==> config.mk <==
export PLATFORM = sky130hd
export DESIGN_NAME = serial_word_comparator_flat
export DESIGN_NICKNAME = d
export VERILOG_FILES = /design/src/rtl/serial_cmp_pkg.sv /design/src/rtl/serial_word_comparator_if.sv /design/src/rtl/serial_word_comparator_pair_cmp.sv /design/src/rtl/serial_word_comparator.sv /design/src/flat_wrapper.sv
export SDC_FILE = /design/constraint.sdc
export NUM_CORES = 1
export LEC_CHECK = 0
export ABC_AREA = 0
export CAP_MARGIN = 20
export CORE_UTILIZATION = 39
export DETAILED_ROUTE_END_ITERATION = 8
export PLACE_DENSITY = 0.75
export SLEW_MARGIN = 20
export SYNTH_ARGS = -nofsm -noshare
export SYNTH_HDL_FRONTEND = slang
export SYNTH_SLANG_ARGS = --single-unit
export TNS_END_PERCENT = 5
==> constraint.sdc <==
create_clock -name clk -period 1.3 [get_ports clk]
set_input_delay 0.13 -clock clk [delete_from_list [all_inputs] [get_ports clk]]
set_output_delay 0.13 -clock clk [all_outputs]
set_load 0.01 [all_outputs]
==> src/rtl/serial_cmp_pkg.sv <==
// Shared types for the serial word comparator.
// State encoding, pair result bundle and result constants.
package serial_cmp_pkg;

  typedef enum logic [1:0] {
    IDLE,
    SHIFT,
    DONE
  } state_t;

  typedef struct packed {
    logic gt;
    logic eq;
    logic lt;
  } cmp_res_t;

  localparam cmp_res_t RES_EQ   = 3'b010;
  localparam cmp_res_t RES_NONE = 3'b000;

endpackage

==> src/rtl/serial_word_comparator_if.sv <==
// Beat input and result output handshake bundle.
// Parity outputs exist only when PARITY_CHK_EN is defined.
interface serial_word_comparator_if;

  logic       in_valid;
  logic       in_ready;
  logic [1:0] a_pair;
  logic [1:0] b_pair;
  logic       out_valid;
  logic       out_ready;
  logic       gt;
  logic       eq;
  logic       lt;
  logic       busy;
`ifdef PARITY_CHK_EN
  logic       par_a;
  logic       par_b;
`endif

  modport slave (
    input  in_valid,
    input  a_pair,
    input  b_pair,
    input  out_ready,
    output in_ready,
    output out_valid,
    output gt,
    output eq,
    output lt,
`ifdef PARITY_CHK_EN
    output par_a,
    output par_b,
`endif
    output busy
  );

  modport master (
    output in_valid,
    output a_pair,
    output b_pair,
    output out_ready,
    input  in_ready,
    input  out_valid,
    input  gt,
    input  eq,
    input  lt,
`ifdef PARITY_CHK_EN
    input  par_a,
    input  par_b,
`endif
    input  busy
  );

endinterface

==> src/rtl/serial_word_comparator_pair_cmp.sv <==
// Combinational 2-bit magnitude compare.
// Produces a one-hot {gt, eq, lt} result.
module pair_cmp
  import serial_cmp_pkg::*;
(
  input  logic [1:0] a_pair,
  input  logic [1:0] b_pair,
  output cmp_res_t   res
);

  always_comb begin
    res = RES_NONE;
    unique case (1'b1)
      (a_pair > b_pair):  res = 3'b100;
      (a_pair == b_pair): res = RES_EQ;
      default:            res = 3'b001;
    endcase
  end

endmodule

==> src/rtl/serial_word_comparator.sv <==
// MSB-first serial word compare with sticky result and valid/ready output.
// Define PARITY_CHK_EN to add per-operand word parity outputs.
module serial_word_comparator
  import serial_cmp_pkg::*;
#(
  parameter int N_PAIRS = 4
) (
  input logic clk,
  input logic rst_n,
  serial_word_comparator_if.slave bus
);

  localparam int CW = $clog2(N_PAIRS + 1);
  localparam logic [CW-1:0] LAST = CW'(N_PAIRS - 1);

  state_t        state;
  state_t        state_nxt;
  logic [CW-1:0] cnt;
  cmp_res_t      acc;
  cmp_res_t      pr;
  logic          take;
  logic          done;

  pair_cmp u_pair (
    .a_pair(bus.a_pair),
    .b_pair(bus.b_pair),
    .res   (pr)
  );

  assign done          = (state == DONE);
  assign take          = bus.in_valid && bus.in_ready;
  assign bus.in_ready  = !done;
  assign bus.busy      = (state == SHIFT);
  assign bus.out_valid = done;
  assign bus.gt        = done & acc.gt;
  assign bus.eq        = done & acc.eq;
  assign bus.lt        = done & acc.lt;

  always_comb begin
    state_nxt = state;
    unique case (state)
      IDLE:
        if (take)
          state_nxt = (N_PAIRS == 1) ? DONE : SHIFT;
      SHIFT:
        if (take && cnt == LAST)
          state_nxt = DONE;
      DONE:
        if (bus.out_ready)
          state_nxt = IDLE;
      default:
        state_nxt = IDLE;
    endcase
  end

  // Once a pair decides gt/lt, later pairs are ignored.
  always_ff @(posedge clk or negedge rst_n) begin
    if (!rst_n) begin
      state <= IDLE;
      cnt   <= '0;
      acc   <= RES_NONE;
    end else begin
      state <= state_nxt;
      if (done) begin
        if (bus.out_ready) begin
          cnt <= '0;
          acc <= RES_NONE;
        end
      end else if (take) begin
        if (state == IDLE) begin
          cnt <= CW'(1);
          acc <= pr;
        end else begin
          cnt <= cnt + CW'(1);
          if (acc.eq)
            acc <= pr;
        end
      end
    end
  end

`ifdef PARITY_CHK_EN
  logic par_a_q;
  logic par_b_q;

  assign bus.par_a = done & par_a_q;
  assign bus.par_b = done & par_b_q;

  always_ff @(posedge clk or negedge rst_n) begin
    if (!rst_n) begin
      par_a_q <= 1'b0;
      par_b_q <= 1'b0;
    end else if (done) begin
      if (bus.out_ready) begin
        par_a_q <= 1'b0;
        par_b_q <= 1'b0;
      end
    end else if (take) begin
      par_a_q <= (state == IDLE ? 1'b0 : par_a_q) ^ (^bus.a_pair);
      par_b_q <= (state == IDLE ? 1'b0 : par_b_q) ^ (^bus.b_pair);
    end
  end
`endif

endmodule

==> src/flat_wrapper.sv <==
// flat-port wrapper written by rule: the top's interface ports become plain ports
module serial_word_comparator_flat import serial_cmp_pkg::*;
#(
  parameter int N_PAIRS = 4
)
  (clk, rst_n, bus_in_valid, bus_a_pair, bus_b_pair, bus_out_ready, bus_in_ready, bus_out_valid, bus_gt, bus_eq, bus_lt, bus_busy);
  serial_word_comparator_if bus_i ();
  input logic clk;
  input logic rst_n;
  input wire logic [$bits(bus_i.in_valid)-1:0] bus_in_valid;
  input wire logic [$bits(bus_i.a_pair)-1:0] bus_a_pair;
  input wire logic [$bits(bus_i.b_pair)-1:0] bus_b_pair;
  input wire logic [$bits(bus_i.out_ready)-1:0] bus_out_ready;
  output wire logic [$bits(bus_i.in_ready)-1:0] bus_in_ready;
  output wire logic [$bits(bus_i.out_valid)-1:0] bus_out_valid;
  output wire logic [$bits(bus_i.gt)-1:0] bus_gt;
  output wire logic [$bits(bus_i.eq)-1:0] bus_eq;
  output wire logic [$bits(bus_i.lt)-1:0] bus_lt;
  output wire logic [$bits(bus_i.busy)-1:0] bus_busy;
  assign bus_i.in_valid = bus_in_valid;
  assign bus_i.a_pair = bus_a_pair;
  assign bus_i.b_pair = bus_b_pair;
  assign bus_i.out_ready = bus_out_ready;
  assign bus_in_ready = bus_i.in_ready;
  assign bus_out_valid = bus_i.out_valid;
  assign bus_gt = bus_i.gt;
  assign bus_eq = bus_i.eq;
  assign bus_lt = bus_i.lt;
  assign bus_busy = bus_i.busy;
  serial_word_comparator #(.N_PAIRS(N_PAIRS)) u_core (.clk(clk), .rst_n(rst_n), .bus(bus_i));
endmodule
Word-level counts from Yosys, hierarchy flattened
Index checks and enable logic that the tools add are counted.
Word-level totals
  register bits after elaboration: 8
  output and inout bits: 6
  logic and storage cells: 39
Operators by class
  add/subtract/negate cells: 1
  magnitude comparators: 1
  equality and inequality tests: 7
  multiplexer cells: 13
  bitwise operators: 3
  reductions and logical operators: 9
Operators by type and width (count)
  3-bit 2-to-1 mux: 8
  2-bit 2-to-1 mux: 3
  2-bit one-hot mux with 3 select lines: 1
  3-bit one-hot mux with 2 select lines: 1
  3-bit AND reduction: 2
  2-bit by 1-bit inequality test with 1-bit output, second input constant: 2
  3-bit by 1-bit adder with 3-bit output, second input constant: 1
  1-bit AND: 3
  3-bit by 2-bit equality test with 1-bit output, second input constant: 1
  3-bit nonzero test: 1
  2-bit by 1-bit equality test with 1-bit output, second input constant: 1
  2-bit equality test: 1
  2-bit equality test, second input constant: 1
  2-bit greater-than comparator: 1
  1-bit logical AND: 2
  2-bit logical NOT: 1
  2-bit inequality test, second input constant: 1
  2-bit AND reduction: 1
  2-bit nonzero test: 1
  1-bit logical NOT: 1

Logic depth before layout (Yosys ltp)
Gate-level depths: netlist of run 1.
  word-level depth: 6
  gate-level depth with buffers: 5
  gate-level depth less buffers: 5

Cells and area by module
A second synthesis of run 1 with hierarchy kept.
Unflattened totals
  cells, all modules: 57
  area, all modules: 553.0 µm²
Modules (own cells, without submodules)
  serial_word_comparator: times used 1, cells an instance 47, area an instance 478.0 µm²
  pair_cmp: times used 1, cells an instance 10, area an instance 75.1 µm²

Worst setup path before layout of run 1
No wires, ideal clock.
  path kind: register -> register
  start: register u_core.state[1]
  end: register u_core.acc[0] (netlist name)
  arrival: 1.056 ns
  setup slack: 0.119 ns
  stages on the path, launching flop included: 5
  buffers on the path: 1
  period minus slack after synthesis: 1.181 ns
  cell sequence: dfrtp_1 > buf_6 > mux2i_1 > o21ai_2 > mux2_4
On the way
  longest elaborated chain between the ends: 5
  elaborated cells between the ends (all ways): 11
  classes of those cells: 2 x eq/ne; 3 x mux; 6 x reduce/logical
RTL lines
  start: declaration: line serial_word_comparator.sv:16  | state_t state;
  start signal: assignment: line serial_word_comparator.sv:63  | state <= state_nxt;
  2-bit equality test: line serial_word_comparator.sv:30  | assign done = (state == DONE);
  1-bit logical NOT: line serial_word_comparator.sv:32  | assign bus.in_ready = !done;
  1-bit logical AND: line serial_word_comparator.sv:31  | assign take = bus.in_valid && bus.in_ready;
  2-bit nonzero test (no source line)
  3-bit AND reduction (no source line)
  end signal: assignment: line serial_word_comparator.sv:72  | acc <= pr;
  end signal: assignment: line serial_word_comparator.sv:76  | acc <= pr;
  end: declaration: line serial_word_comparator.sv:19  | cmp_res_t acc;
Parallel ways exist; a longest one is shown, timed or not. The select of a mux whose other input is x is not followed.
A chain may end at the register's enable or synchronous reset.

Worst setup path after layout of run 1
  start: register u_core.state[0]
  end: output bus_eq
On the way
  longest elaborated chain between the ends: 2
RTL lines
  2-bit equality test: line serial_word_comparator.sv:30
  1-bit AND: line serial_word_comparator.sv:36  | assign bus.eq = done & acc.eq;
  end: declaration: line flat_wrapper.sv:17  | output wire logic [$bits(bus_i.eq)-1:0] bus_eq;
No other way between the ends.

==> flow_summary.toml, run 1 <==
[detailed_routing]
vias_per_cell = 5.412
via_count = 525
drc_errors = 0
initialDrtViolationCount = 22
drt_pass1_iterations = 4
final_antenna_net_count = 0
wl_per_cell_um = 15.48
routed_wl_um = 1502

[setup_path]
critPathMostFrequentCell = "buf_6"
slowest_stage = "dfrtp_1"
worst_setup_path_start_kind = "flip-flop"
worstRegToRegCells = 4
critPathCaptureType = "output pin"
max_stage_delay_ps = 410
critPathKind = "reg -> out"
path_buf_inv = 2
rrSetupSlack_ps = 40
path_cells = "nor2b_4, buf_6, and2_4, buf_6"
critPathMaxFanout = 4
required_ps = 1170
r2r_end = "u_core.acc[0]"
arrival_ps = 1240
r2r_start = "u_core.state[1]"
crit_family = "flip-flops"

[timing]
fmax_mhz = 731.4
finalCritPeriodShare = 1.052
slew_viol_final = 0
post-route-min-period_ps = 1367
fin_skew_ps = 4.449
finalHoldViolations = 0
final.setup.worst_slack_ps = -67.33
tightestPinTransition_ps = 383.5
slew_headroom = 0.7435
grt_setup_unrepaired = "yes"
setup_viol = 3
whs_ps = 147.8

[pwr]
pwr-share-comb = 0.498
finalPower_uw = 1306
power_frac_seq = 0.345
vdd.ir_drop.worst_v = 0.0007658
power.leakage_uw = 0.0003945
p_clk_frac = 0.157
p_per_area_mw_per_mm2 = 1539
internal_power_uw = 826.5
p_sw_frac = 0.3671
p_switching_uw = 479.4

[synth]
syn-num-nets = 66
synth.distinct_cells = 28
ys_seq_area_frac = 0.3579
synth_top_cells_by_area = "dfrtp_1 (36%), ha_1 (8.9%), mux2i_1 (5.4%), inv_1 (4.0%), buf_12 (3.6%)"
yosys.area.top_type_share = 0.3579
yosys_warnings = 0
syn_area_um2 = 559.3
yosys.area.top_type = "dfrtp_1"
ys_ff_latch = 8
syn_inst = 54
avgSynthCellArea_um2 = 10.36

[status]
status = "finished, violations left"
violations = "setup timing"

[clocking]
worstSkewPairLatency_ps = 270
cts_tree = "done"
clk_transition_reported_paths_ps = 60
htree_levels = 1
cts_made_buffers = 3
cts.sinks = 8
cts.path.max_buffers = 2
cts_root_buffer = "clkbuf_4"

[layout]
drive_above_1_share = 0.4268
n_antenna_cell = 0
syn2layout_area_growth_pct = 51.68
nets = 96
fillCellCount = 110

[floorplanning]
core_area_mm2 = 0.001318
io_pins = 14
initial_utilization = 0.4245
die-area_mm2 = 0.001590
fp-row-count = 13
dieHeight_um = 39.87
die_x_um = 39.87

[grt]
grtUsageTotal = 0.2009
grt_overflow_total = 0
grt_pass1_vias = 470
grt_pass1_wl_um = 2028
grt_max_degree = 9
antenna_found_initial = 0

[job]
drv_cap = 0

[place]
portBuffers = 13
dp_hpwl_um = 940.9
gp_congestion = 0.7410

[hold_path]
hold_path.class = "in -> async"
## kinds of logic (layout without fill, tap and decap cells)
logic type | after synthesis | in the layout | synth area share
compound gates | 14 | 14 | 0.1946
fa+ha+maj | 4 | 4 | 0.08949
buf+inv | 10 | 38 | 0.1163
flops | 8 | 8 | 0.3579
mux | 4 | 4 | 0.08053
simple gates | 14 | 14 | 0.1610
## final cells by class
cell class,instances,area [um2],share of cell area
Multi-Input combinational cell,36,336.6,0.3968
Timing Repair Buffer,28,241.5,0.2847
Sequential cell,8,200.2,0.2360
Inverter,7,28.78,0.03392
Clock buffer,3,22.52,0.02655
Tap cell,15,18.77,0.02212
## timing repair
action	CTS	global route
gates resized for setup	17	13
hold buffers	0	0
buffers inserted	4	0
endpoints found under the setup margin	8	10
## synth_stat cells, drive strengths merged
cell type,count
a21boi,1
o21ai,2
dfrtp,8
buf,3
mux2,1
nor4b,1
nor2b,3
o211a,1
nand2b,1
a22o,1
ha,4
mux2i,3
nor2,3
nand2,1
o2bb2ai,2
a21oi,2
and2,2
nand3,3
inv,7
a41oi,1
o22ai,3
o211ai,1
## worst max path at each step
stage,from,end,slack (ps),cells after the start
after floorplan,u_core.state[1],u_core.acc[0],120,4
after global placement,bus_b_pair[1],u_core.acc[0],-240,6
after detailed placement,bus_b_pair[1],u_core.acc[0],-290,6
after CTS,u_core.state[0],bus_lt,-140,4
after global routing,u_core.state[0],bus_lt,-120,4
final,u_core.state[0],bus_eq,-70,4
## per-stage QoR
stage                     utilization  setup TNS [ps]  cells  area, um2  worst slack, ps
after floorplan                     -               0     54      559.3            118.5
after global placement         0.5727           -1027     90      754.5           -242.7
after detailed placement       0.5727           -1283     90      754.5           -288.7
after CTS                      0.6068          -340.2     97      799.5           -140.6
after global routing           0.6439          -455.6     97      848.3           -118.7
final                          0.6439          -185.4     97      848.3           -67.33
## flip-flops by register name (all words and copies together), names as in the netlist
| register | cells |
|---|---|
| u_core.acc | 3 |
| u_core.state | 2 |
| u_core.cnt | 3 |
## placed cells by master (no fill, tap or decap), drive strengths merged
master | netlist | routed
inv | 7 | 7
buf | 3 | 19
nand2 | 1 | 1
o2bb2ai | 2 | 2
o211ai | 1 | 1
nor4b | 1 | 1
o211a | 1 | 1
clkdlybuf4s15 | 0 | 1
a21oi | 2 | 2
nor2b | 3 | 3
dlygate4sd2 | 0 | 1
clkdlybuf4s50 | 0 | 7
and2 | 2 | 2
dfrtp | 8 | 8
mux2i | 3 | 3
a41oi | 1 | 1
o21ai | 2 | 2
nand3 | 3 | 3
ha | 4 | 4
o22ai | 3 | 3
a22o | 1 | 1
mux2 | 1 | 1
nand2b | 1 | 1
clkbuf | 0 | 3
nor2 | 3 | 3
a21boi | 1 | 1
## layer usage
metal | global-route usage | wire length [um] | share of wire | vias up
met4 | 0.08621 | 70 | 0.047 | 0
met5 | 0 | 0 | 0 | -
met2 | 0.3105 | 761 | 0.51 | 27
met3 | 0.05682 | 77 | 0.051 | 8
li1 | - | - | - | 246
met1 | 0.2552 | 592 | 0.39 | 244
## power groups by stage
stage	clock [uW]	sequential, uW	combinational (uW)
floorplan	0	423	451
global placement	0	443	578
detailed placement	0	448	605
CTS	205	445	601
global route	220	459	713
finish	206	450	650
Note: power is estimated with default switching activity, not from simulation.
==> run 2: changes to the inputs <==
--- a/config.mk
+++ b/config.mk
@@ -9,7 +9,9 @@
 export CAP_MARGIN = 20
 export CORE_UTILIZATION = 39
 export DETAILED_ROUTE_END_ITERATION = 8
-export PLACE_DENSITY = 0.75
+export DONT_BUFFER_PORTS = 1
+export PLACE_DENSITY = 0.62
+export SETUP_SLACK_MARGIN = 0.3
 export SLEW_MARGIN = 20
 export SYNTH_ARGS = -nofsm -noshare
 export SYNTH_HDL_FRONTEND = slang
==> run 2 against run 1 <==
The run now ends clean. Non-clock buffer count is 19 lower. Die area stayed put. Critical path depth is 1 lower.
==> flow_summary.toml, run 2 (synthesis gave the netlist of run 1 again) <==
[layout]
top_regs = "u_core.acc: 3 flops, u_core.cnt: 3 flops, u_core.state: 2 flops"
final_cell_mix = "dfrtp_1 (7), inv_1 (6), buf_4 (4)"
finalInstanceArea_um2 = 684.4
postLayoutCoreUtil = 0.5195
n_antenna_cell = 0
nets = 77
fillCellCount = 118
final_common_cell = "dfrtp_1"
drive_above_1_share = 0.3333
syn2layout_area_growth_pct = 22.37

[setup_path]
critPathCaptureType = "output pin"
critPathMaxFanout = 5
critPathKind = "reg -> out"
rrSetupSlack_ps = 90
cp-endpoint = "bus_out_valid"
crit_start = "u_core.state[0]"
worstRegToRegCells = 4
r2r_end = "u_core.cnt[2]"
worst_setup_path_start_kind = "flip-flop"
required_ps = 1170
arrival_ps = 1080
r2r_start = "u_core.cnt[0]"

[timing]
slew_headroom = 0.7410
finalHoldViolations = 0
fin_tns_setup_ps = 0
fmax_mhz = 824.5
fin_skew_ps = 3.149
slew_viol_final = 0
tightestPinTransition_ps = 387.2
finalCritPeriodShare = 0.9330
post-route-min-period_ps = 1213
grt_setup_unrepaired = "yes"
setup_viol = 0

[detailed_routing]
via_count = 422
drc_errors = 0
wirelength_met1_um = 474
final_antenna_net_count = 0
routed_wl_um = 971
route.met3.wl_um = 28
vias_per_cell = 5.410
wl_per_cell_um = 12.45
dr_wl_met2_um = 468
initialDrtViolationCount = 4
drt_pass1_iterations = 3
top_layer_used = "met3"

[clocking]
cts_tree = "done"
cts_root_buffer = "clkbuf_4"
cts.sinks = 8
worstSkewPairLatency_ps = 250
cts_made_buffers = 3
clk_transition_reported_paths_ps = 50
cts.path.max_buffers = 2
htree_levels = 1

[grt]
grtUsageTotal = 0.1403
antenna_found_initial = 0
grt_pass1_vias = 341
grt_pass1_wl_um = 1449
grt_overflow_total = 0
grt_max_degree = 14

[floorplanning]
die-area_mm2 = 0.001590
io_pins = 14
dieHeight_um = 39.87
initial_utilization = 0.4245
fp-row-count = 13
core_area_mm2 = 0.001318
die_x_um = 39.87

[pwr]
p_switching_uw = 442.4
internal_power_uw = 822.7
p_clk_frac = 0.148
p_sw_frac = 0.3497
p_per_area_mw_per_mm2 = 1848
vdd.ir_drop.worst_v = 0.0009637
finalPower_uw = 1265
pwr-share-comb = 0.488
power.leakage_uw = 0.0003024
power_frac_seq = 0.363

[status]
status = "completed"

[place]
portBuffers = 0
placed_cell_area_um2 = 564.3
gp_congestion = 0.6855
dp_hpwl_um = 700.9

[hold_path]
hold_path.class = "in -> reg"
holdPathStages = 1

[job]
drv_cap = 0
run 2: critical path, stage by stage, from the launching register on:
cell	delay [ps]
dfrtp_2	430
nor2b_4	200
buf_6	120
buf_6	80
run 2: final cells by class:
class,count,area [um2],area share
well taps,15,18.77,0.02742
repair buffers,9,92.59,0.1353
clock buffers,3,22.52,0.03291
flip-flops and latches,8,201.4,0.2943
inverters,7,28.78,0.04205
multi-input cells,36,320.3,0.4680
run 2: per-layer routing:
| metal | GRT usage | vias up |
|---|---|---|
| met5 | 0 | - |
| li1 | - | 213 |
| met3 | 0.03409 | 0 |
| met1 | 0.2222 | 203 |
| met2 | 0.1734 | 6 |
| met4 | 0.05172 | 0 |
run 2: power groups by stage:
stage | Clock [uW] | Sequential (uW) | Combinational, uW
after floorplan | 0 | 423 | 451
after global placement | 0 | 465 | 424
after detailed placement | 0 | 468 | 433
after CTS | 192 | 456 | 539
after global routing | 215 | 472 | 702
final | 188 | 460 | 618
run 2: how the worst min path moves through the flow:
| stage | from | end | slack, ps |
|---|---|---|---|
| CTS | bus_in_valid | u_core.state[0] | 20 |
| global placement | rst_n | u_core.cnt[1] | -170 |
| finish | bus_in_valid | u_core.state[0] | 30 |
| global route | bus_in_valid | u_core.state[0] | 20 |
| floorplan | rst_n | u_core.acc[0] | -170 |
| detailed placement | rst_n | u_core.cnt[1] | -170 |
run 2: through the flow:
step	worst slack, ps	std cells	hold WS, ps
global placement	111.0	69	-165.4
finish	87.13	78	26.25
CTS	71.17	77	19.81
detailed placement	82.07	69	-165.4
floorplan	118.5	54	-165.6
global route	30.43	78	19.22
run 2: what timing repair did:
item | in CTS | in global routing
hold endpoints to repair | 9 | 0
setup buffers | 3 | 1
gates resized for setup | 5 | 3
setup endpoints to repair | 13 | 14
hold buffers | 2 | 0
cloned | 0 | 0
==> run 3: changes to the inputs <==
==> constraint.sdc (replaced) <==
create_clock -name clk -period 1.3 [get_ports clk]
set_input_delay 0.26 -clock clk [delete_from_list [all_inputs] [get_ports clk]]
set_output_delay 0.26 -clock clk [all_outputs]
set_load 0.01 [all_outputs]
==> run 3 against run 2 <==
The flow now finishes with violations (setup timing). Core utilization rose by 0.95 points. Routed wire length rose by 25%. Worst setup slack got worse by 150 ps. First-iteration DRC count fell by 50%. Combinational power rose by 12%. Register-to-register slack got worse by 80 ps. Sequential share of layout area fell by 0.53 points.
==> flow_summary.toml, run 3 (synthesis gave the netlist of run 1 again) <==
[status]
status = "finished, violations left"
violations = "setup timing"

[setup_path]
critPathMaxFanout = 6
arrival_ps = 1100
critPathKind = "reg -> out"
worst_setup_path_start_kind = "flip-flop"
required_ps = 1040
rrSetupSlack_ps = 10
critPathCaptureType = "output pin"

[grt]
grtUsageTotal = 0.1875
grt_overflow_total = 0
grt_pass1_vias = 387
grt_pass1_wl_um = 1856
antenna_found_initial = 0
grt_max_degree = 14

[clocking]
cts.sinks = 8
cts.path.max_buffers = 2
cts_made_buffers = 3
worstSkewPairLatency_ps = 260
htree_levels = 1
cts_root_buffer = "clkbuf_4"
cts_tree = "done"
clk_transition_reported_paths_ps = 50

[pwr]
p_switching_uw = 511.5
pwr-share-comb = 0.508
power_frac_seq = 0.345
p_clk_frac = 0.147
finalPower_uw = 1361
vdd.ir_drop.worst_v = 0.001193
p_sw_frac = 0.3757
power.leakage_uw = 0.0003035
p_per_area_mw_per_mm2 = 1954
internal_power_uw = 850.0

[timing]
tightestPinTransition_ps = 373.3
slew_headroom = 0.7503
setup_viol = 5
fin_skew_ps = 6.774
final.setup.worst_slack_ps = -62.68
finalCritPeriodShare = 1.048
slew_viol_final = 0
finalHoldViolations = 0
grt_setup_unrepaired = "yes"
post-route-min-period_ps = 1363
fmax_mhz = 733.8

[detailed_routing]
initialDrtViolationCount = 2
drc_errors = 0
wl_per_cell_um = 15.34
via_count = 433
vias_per_cell = 5.481
final_antenna_net_count = 0
drt_pass1_iterations = 3
routed_wl_um = 1212

[floorplanning]
io_pins = 14
fp-row-count = 13
die-area_mm2 = 0.001590
initial_utilization = 0.4245
core_area_mm2 = 0.001318
die_x_um = 39.87
dieHeight_um = 39.87

[job]
drv_cap = 0

[place]
portBuffers = 0
gp_congestion = 0.7375
dp_hpwl_um = 772.8
dp_slack_ps = 65.70

[hold_path]
hold_path.class = "in -> reg"

[layout]
top_regs = "u_core.acc: 3 flops, u_core.cnt: 3 flops, u_core.state: 2 flops"
final_common_cell = "buf_4"
n_antenna_cell = 0
syn2layout_area_growth_pct = 24.61
drive_above_1_share = 0.4219
final_cell_mix = "buf_4 (9), dfrtp_1 (7), inv_1 (5), mux2i_1 (3), clkbuf_4 (3)"
postLayoutCoreUtil = 0.5290
nets = 78
==> run 3: worst max-delay path, stage by stage (launching register included) <==
cell	delay, ps
dfrtp_2	430
nor2b_4	210
and2_1	210
==> run 3: metrics by stage <==
step                      instances  hold WS [ps]  setup TNS, ps  area, um2
final                            79         122.6         -219.9      696.9
after floorplan                  54        -35.59              0      564.3
after global routing             79         122.6         -466.1      696.9
after CTS                        76         116.2         -254.7      664.4
after detailed placement         69        -35.39              0      569.3
after global placement           69        -35.41              0      569.3
==> run 3: per-layer routing <==
| metal | global-route usage | up-vias | wire [um] |
|---|---|---|---|
| li1 | - | 212 | - |
| met1 | 0.2465 | 210 | 552 |
| met2 | 0.2540 | 9 | 580 |
| met3 | 0.09091 | 2 | 63 |
| met4 | 0.07759 | 0 | 16 |
| met5 | 0 | - | 0 |
==> run 3: cell type report <==
cell class                      instances  area [um2]
Inverter                                7       31.28
Multi-Input combinational cell         36       345.3
Clock buffer                            3       22.52
Tap cell                               15       18.77
Fill cell                             126       620.6
Timing Repair Buffer                   10       77.57
Sequential cell                         8       201.4
==> run 3: repair_timing <==
item | 4_1_cts | 5_1_grt
endpoints found under the hold margin | 8 | 0
pin swaps | 8 | 5
buffers inserted | 3 | 3
gates resized for setup | 10 | 1
endpoints found under the setup margin | 13 | 13
hold buffers | 1 | 0
==> run 3: power by group through the flow <==
stage                     sequential [uW]  clock [uW]  combinational [uW]
after floorplan                       423           0                 456
after global placement                466           0                 439
after detailed placement              467           0                 446
after CTS                             452         207                 627
after global routing                  482         222                 774
final                                 470         200                 691
==> run 3: path summary, 6_finish.rpt <==
| check | from | end | depth (start not counted) |
|---|---|---|---|
| max | u_core.state[0] | bus_eq | 2 |
| min | bus_out_ready | u_core.state[1] | 1 |
| max reg2reg | u_core.state[1] | u_core.acc[0] | 4 |
| min reg2reg | u_core.acc[0] | u_core.acc[0] | 1 |
| max in group asynchronous | rst_n | u_core.state[0] | 1 |
| min in group asynchronous | rst_n | u_core.cnt[2] | 1 |
